**config.mk**
```make
export PLATFORM = sky130hd
export DESIGN_NAME = mips_multicycle_ctrl
export DESIGN_NICKNAME = d
export VERILOG_FILES = /design/src/rtl/mips_ctrl_pkg.sv /design/src/rtl/mips_alu_decoder.sv /design/src/rtl/mips_multicycle_ctrl.sv
export SDC_FILE = /design/constraint.sdc
export NUM_CORES = 1
export LEC_CHECK = 0
export ABC_CLOCK_PERIOD_IN_PS = 3260
export CAP_MARGIN = 0
export CORE_MARGIN = 1
export CORE_UTILIZATION = 39
export DETAILED_ROUTE_END_ITERATION = 12
export PLACE_DENSITY_LB_ADDON = 0.15
export SLEW_MARGIN = 20
export SYNTH_ARGS = -nofsm -noshare
export SYNTH_HDL_FRONTEND = slang
export SYNTH_SLANG_ARGS = --single-unit
```
**constraint.sdc**
```tcl
create_clock -name clk -period 3.26 [get_ports clk]
set_input_delay 0.652 -clock clk [delete_from_list [all_inputs] [get_ports clk]]
set_output_delay 0.652 -clock clk [all_outputs]
set_load 0.01 [all_outputs]
```
**src/rtl/mips_ctrl_pkg.sv**
```systemverilog
// mips_ctrl_pkg: shared state encoding, opcodes and ALU codes for the multicycle MIPS controller.
package mips_ctrl_pkg;
   typedef enum logic [3:0] {
      FETCH    = 4'd0,
      DECODE   = 4'd1,
      MEMADR   = 4'd2,
      MEMREAD  = 4'd3,
      MEMWB    = 4'd4,
      MEMWRITE = 4'd5,
      EXECUTE  = 4'd6,
      ALUWB    = 4'd7,
      BRANCH   = 4'd8,
      ADDIEXEC = 4'd9,
      ADDIWB   = 4'd10,
      JUMP     = 4'd11
   } state_t;
   localparam logic [5:0] OP_R    = 6'b000000;
   localparam logic [5:0] OP_LW   = 6'b100011;
   localparam logic [5:0] OP_SW   = 6'b101011;
   localparam logic [5:0] OP_BEQ  = 6'b000100;
   localparam logic [5:0] OP_ADDI = 6'b001000;
   localparam logic [5:0] OP_J    = 6'b000010;
   localparam logic [5:0] OP_BNE  = 6'b000101;
   localparam logic [1:0] ALUOP_ADD   = 2'b00;
   localparam logic [1:0] ALUOP_SUB   = 2'b01;
   localparam logic [1:0] ALUOP_FUNCT = 2'b10;
   localparam logic [5:0] FN_ADD = 6'b100000;
   localparam logic [5:0] FN_SUB = 6'b100010;
   localparam logic [5:0] FN_AND = 6'b100100;
   localparam logic [5:0] FN_OR  = 6'b100101;
   localparam logic [5:0] FN_SLT = 6'b101010;
   localparam logic [2:0] ALU_ADD = 3'b010;
   localparam logic [2:0] ALU_SUB = 3'b110;
   localparam logic [2:0] ALU_AND = 3'b000;
   localparam logic [2:0] ALU_OR  = 3'b001;
   localparam logic [2:0] ALU_SLT = 3'b111;
endpackage

```
**src/rtl/mips_alu_decoder.sv**
```systemverilog
// mips_alu_decoder: maps (aluOp, funct) to the ALU operation code; unknown functs and aluOp 11 fall back to add.
module mips_alu_decoder
   import mips_ctrl_pkg::*;
(
   input  logic [1:0] alu_op_i,
   input  logic [5:0] funct_i,
   output logic [2:0] alu_control_o
);
   logic [2:0] fn_ctrl;
   always_comb begin
      fn_ctrl = funct_i == FN_SUB ? ALU_SUB :
                funct_i == FN_AND ? ALU_AND :
                funct_i == FN_OR  ? ALU_OR  :
                funct_i == FN_SLT ? ALU_SLT : ALU_ADD;
      alu_control_o = alu_op_i == ALUOP_SUB   ? ALU_SUB :
                      alu_op_i == ALUOP_FUNCT ? fn_ctrl : ALU_ADD;
   end
endmodule

```
**src/rtl/mips_multicycle_ctrl.sv**
```systemverilog
// mips_multicycle_ctrl: Moore control FSM of the multicycle MIPS datapath.
// Define MIPS_CTRL_BNE_EN to decode opcode 000101 as BNE; otherwise it is illegal.
module mips_multicycle_ctrl
   import mips_ctrl_pkg::*;
(
   input  logic       clk,
   input  logic       rst,
   input  logic [5:0] opcode,
   input  logic [5:0] funct,
   input  logic       zero,
   output logic       pcEn,
   output logic       iorD,
   output logic       memWrite,
   output logic       irWrite,
   output logic       regWrite,
   output logic       regDst,
   output logic       memtoReg,
   output logic       aluSrcA,
   output logic [1:0] aluSrcB,
   output logic [1:0] pcSrc,
   output logic [2:0] aluControl,
   output logic [3:0] state_o
);
   state_t     state_q, state_d;
   logic       pc_write, branch, bne, bne_op;
   logic [1:0] alu_op;
   logic [2:0] alu_ctrl;
`ifdef MIPS_CTRL_BNE_EN
   assign bne_op = opcode == OP_BNE;
`else
   assign bne_op = 1'b0;
`endif
   always_ff @(posedge clk or posedge rst)
      if (rst) state_q <= FETCH;
      else     state_q <= state_d;
   // Outputs are held low while rst is asserted, even though the state already reads FETCH.
   always_comb begin
      state_d  = FETCH;
      pc_write = 1'b0;
      branch   = 1'b0;
      bne      = 1'b0;
      iorD     = 1'b0;
      memWrite = 1'b0;
      irWrite  = 1'b0;
      regWrite = 1'b0;
      regDst   = 1'b0;
      memtoReg = 1'b0;
      aluSrcA  = 1'b0;
      aluSrcB  = 2'b00;
      pcSrc    = 2'b00;
      alu_op   = ALUOP_ADD;
      if (!rst)
         case (state_q)
            FETCH: begin
               irWrite  = 1'b1;
               pc_write = 1'b1;
               aluSrcB  = 2'b01;
               state_d  = DECODE;
            end
            DECODE: begin
               aluSrcB = 2'b11;
               state_d = (opcode == OP_LW || opcode == OP_SW) ? MEMADR   :
                         opcode == OP_R                       ? EXECUTE  :
                         (opcode == OP_BEQ || bne_op)         ? BRANCH   :
                         opcode == OP_ADDI                    ? ADDIEXEC :
                         opcode == OP_J                       ? JUMP     : FETCH;
            end
            MEMADR: begin
               aluSrcA = 1'b1;
               aluSrcB = 2'b10;
               state_d = opcode == OP_LW ? MEMREAD : MEMWRITE;
            end
            MEMREAD: begin
               iorD    = 1'b1;
               state_d = MEMWB;
            end
            MEMWB: begin
               regWrite = 1'b1;
               memtoReg = 1'b1;
            end
            MEMWRITE: begin
               iorD     = 1'b1;
               memWrite = 1'b1;
            end
            EXECUTE: begin
               aluSrcA = 1'b1;
               alu_op  = ALUOP_FUNCT;
               state_d = ALUWB;
            end
            ALUWB: begin
               regWrite = 1'b1;
               regDst   = 1'b1;
            end
            BRANCH: begin
               aluSrcA = 1'b1;
               alu_op  = ALUOP_SUB;
               pcSrc   = 2'b01;
               branch  = opcode == OP_BEQ;
               bne     = bne_op;
            end
            ADDIEXEC: begin
               aluSrcA = 1'b1;
               aluSrcB = 2'b10;
               state_d = ADDIWB;
            end
            ADDIWB: regWrite = 1'b1;
            JUMP: begin
               pcSrc    = 2'b10;
               pc_write = 1'b1;
            end
            default: state_d = FETCH;
         endcase
   end
   mips_alu_decoder u_alu_dec (
      .alu_op_i      (alu_op),
      .funct_i       (funct),
      .alu_control_o (alu_ctrl)
   );
   assign pcEn       = pc_write | (branch & zero) | (bne & ~zero);
   assign aluControl = rst ? 3'b000 : alu_ctrl;
   assign state_o    = state_q;
endmodule

```
==> impl_results.md <==
* CP required at 2.61 ns
* Core area at 0.001318 mm2
* Area share of the largest cell type after synthesis at 0.1778
* Largest area contributor in the netlist: dfrtp_1
* Die boundary width at 40.00 um
* H-Tree Level Count at 1
* Setup Skew at 0.005677 ns
* Antenna violations before repair at 0
* TritonCTS buffer count at 3
* Met3 global-route usage at 0.02778
* Post-Place Setup Slack at -0.04839 ns
* Smallest setup slack after layout at 0.2472 ns
* Layout filler cell count at 119
* Power per cell area at 203.8 mW/mm2
* Distinct cell type count of the synthesized netlist at 34
* Max Clk Rate at 331.9 MHz
* Maximum capacitance violations at 0
* Clock tree from TritonCTS: yes
* Number of enable-type register cells in the synthesized netlist at 0
* Slew of the pin with the lowest slew margin at 0.4074 ns
* Global-route total usage across every layer at 0.2315
* Starting Density at 0.4274
* Largest net degree at the start of global routing at 16
* Setup repair after global routing missed its margin: false
* Met1 layer usage reported by global route at 0.3007
* Netlist area before placement at 563.0 um2
* Detailed placer's ending HPWL at 1357 um
* Critical Setup Path Class: in -> out
* Die height at 40.00 um
* Antenna diodes at 0
* Drc violations at 0
* Clk Tree Root Cell: clkbuf_4
* Dominant synthesized flop cell: dfrtp_1
* Yosys warnings at 0
* Time the final worst path needs with I/O delays and setup at 3.013 ns
* Wire length of the first global-routing pass at 2463 um
* Total congestion overflow at 0
* Clock Pin Slew Worst Setup and Hold Paths at 0.04 ns
* Number of pins with negative max-slew slack in the final report at 0
* Outcome: completed
* Worst Path Arrival at 2.36 ns
* Max transition margin at 0.7267
* Sort of element at the start of the critical path: input port
* Die area at 0.001600 mm2
* Syn_area_per_cell at 6.951 um2
* Most used standard cells in the synthesized netlist: 13 x nor2_1, 7 x nor3_1, 5 x a21oi_1, 5 x nand2_1
* Final non-filler cell total at 134
* Share of flip-flops with an asynchronous set or reset at 1.000
* Final period util at 0.9242
* Gate Count Post-Synth at 81
* Vias in the first global route at 580
* Synthesized net count at 96
* Clock sinks at 4
* Top-Level Pins at 34
* Number of setup violations in the final report at 0
* Layout Area Growth over Synthesis at 70.00%
* Hold bufs inserted after CTS at 0
* Largest register FFs at 4
* Post-detailed-route count of antenna-violating nets at 0
* Peak ir drop on the vdd network at 0.1351 mV
* Total of flip-flops plus latches after synthesis at 4
* Layout net count at 136
* Mean number of vias per cell at 5.925
* Static leakage power at 0.3483 nW
* Number of cells in the design after placement at 131
* Most frequently used cell type in the post-synthesis netlist: nor2_1
* Row count at 13
* Final sum of negative setup slack at 0 ns
* Detailed-route via count at 794
* Buffers on Ports at 33
* Gp weighted congestion at 0.8780
* Path type of the worst min-delay path: in -> async
* Iter 0 DRT Violations at 25
* Layout cells sized above 1 at 0.1513
* Maximum fanout along the worst path at 3
* Number of iterations in the first detailed-routing pass at 4
* End-of-flow core utilization at 0.7265
* Reg2reg path depth at 4
* Most utilized layer in the global route result: met2
* Post-synthesis sequential area ratio at 0.1778
* DR WL/cell at 13.25 um
* Met2 track utilization from global routing at 0.3548
* Hold Fails Final Rpt at 0
* Worst skew pair latency at 0.24 ns
* Kind of end point of the critical path: output pin
* Total wire length after detailed routing at 1776 um
* Cell types occupying the most area after synthesis: dfrtp_1 18%, nor2_1 8.7%, nor3_1 6.2%
* Maximum count of clock buffers along a single path at 2
-- final cells by class --
cell class	count	area [um2]	area share
timing repair buffer	41	389.1	0.4065
multi-input combinational	68	415.4	0.4340
clock buffer	3	22.52	0.02353
tap	15	18.77	0.01961
sequential	4	100.1	0.1046
inverter	3	11.26	0.01176
-- repair_timing --
item                       in CTS  in global routing
setup buffers                   0                  0
resized for setup               1                  0
setup endpoints to repair       1                  0
-- placed cells by master (no fill, tap or decap), types with 2 or more instances in the layout --
| master | n |
|---|---|
| clkdlybuf4s50_1 | 32 |
| nor2_1 | 13 |
| buf_4 | 8 |
| nor3_1 | 7 |
| a21oi_1 | 5 |
| nand2_1 | 5 |
| o21ai_0 | 4 |
| dfrtp_1 | 4 |
| inv_1 | 3 |
| a211oi_1 | 3 |
| nand2b_1 | 3 |
| or3_1 | 3 |
| o31ai_1 | 3 |
| clkbuf_4 | 3 |
| xnor2_1 | 2 |
| nor4b_1 | 2 |
| nand3_1 | 2 |
| nor4_1 | 2 |
-- stage by stage --
stage / hold WS [ns] / power (mW) / area (um2)
5_1_grt: 0.7167 / 0.2079 / 957.2
3_5_place_dp: 0.7238 / 0.1308 / 935.9
3_3_place_gp: 0.7175 / 0.1287 / 935.9
4_1_cts: 0.6918 / 0.1976 / 957.2
2_1_floorplan: 0.6517 / 0.08777 / 563.0
6_report: 0.6939 / 0.1951 / 957.2
-- power by group --
part / switching (mW) / total (mW) / internal, mW
Clock: 0.0234 / 0.0648 / 0.0414
Sequential: 0.00386 / 0.0552 / 0.0514
Combinational: 0.0334 / 0.0750 / 0.0416
Total: 0.0607 / 0.195 / 0.134
-- cell families (layout without fill, tap and decap cells) --
family,after synthesis,count (layout),synth area share
simple gates,44,44,0.4245
flops,4,4,0.1778
buf+inv,9,47,0.08443
compound gates,21,21,0.2667
xor+xnor,3,3,0.04668
-- critical path, stage by stage --
cell             delay, ns
clkdlybuf4s50_1       0.42
or4_4                 0.55
o31ai_1               0.24
a21oi_1               0.09
nor3_1                0.12
dlygate4sd2_1         0.28
-- path summary, 6_finish.rpt --
path | start | endpoint | slack, ns
max reg2reg | state_o[1]$_DFF_PP0_ | state_o[0]$_DFF_PP0_ | 1.52
min reg2reg | state_o[3]$_DFF_PP0_ | state_o[1]$_DFF_PP0_ | 0.74
min in group clk | state_o[3]$_DFF_PP0_ | state_o[1]$_DFF_PP0_ | 0.74
min | rst | state_o[2]$_DFF_PP0_ | 0.69
max in group asynchronous | rst | state_o[0]$_DFF_PP0_ | 2.37
max | opcode[5] | pcEn | 0.25
-- layer usage --
metal / part of all wire / wire length (um)
met1: 0.41 / 733
met2: 0.48 / 845
met3: 0.086 / 152
met4: 0.025 / 44
met5: 0 / 0
Note: power is estimated with default switching activity, not from simulation.
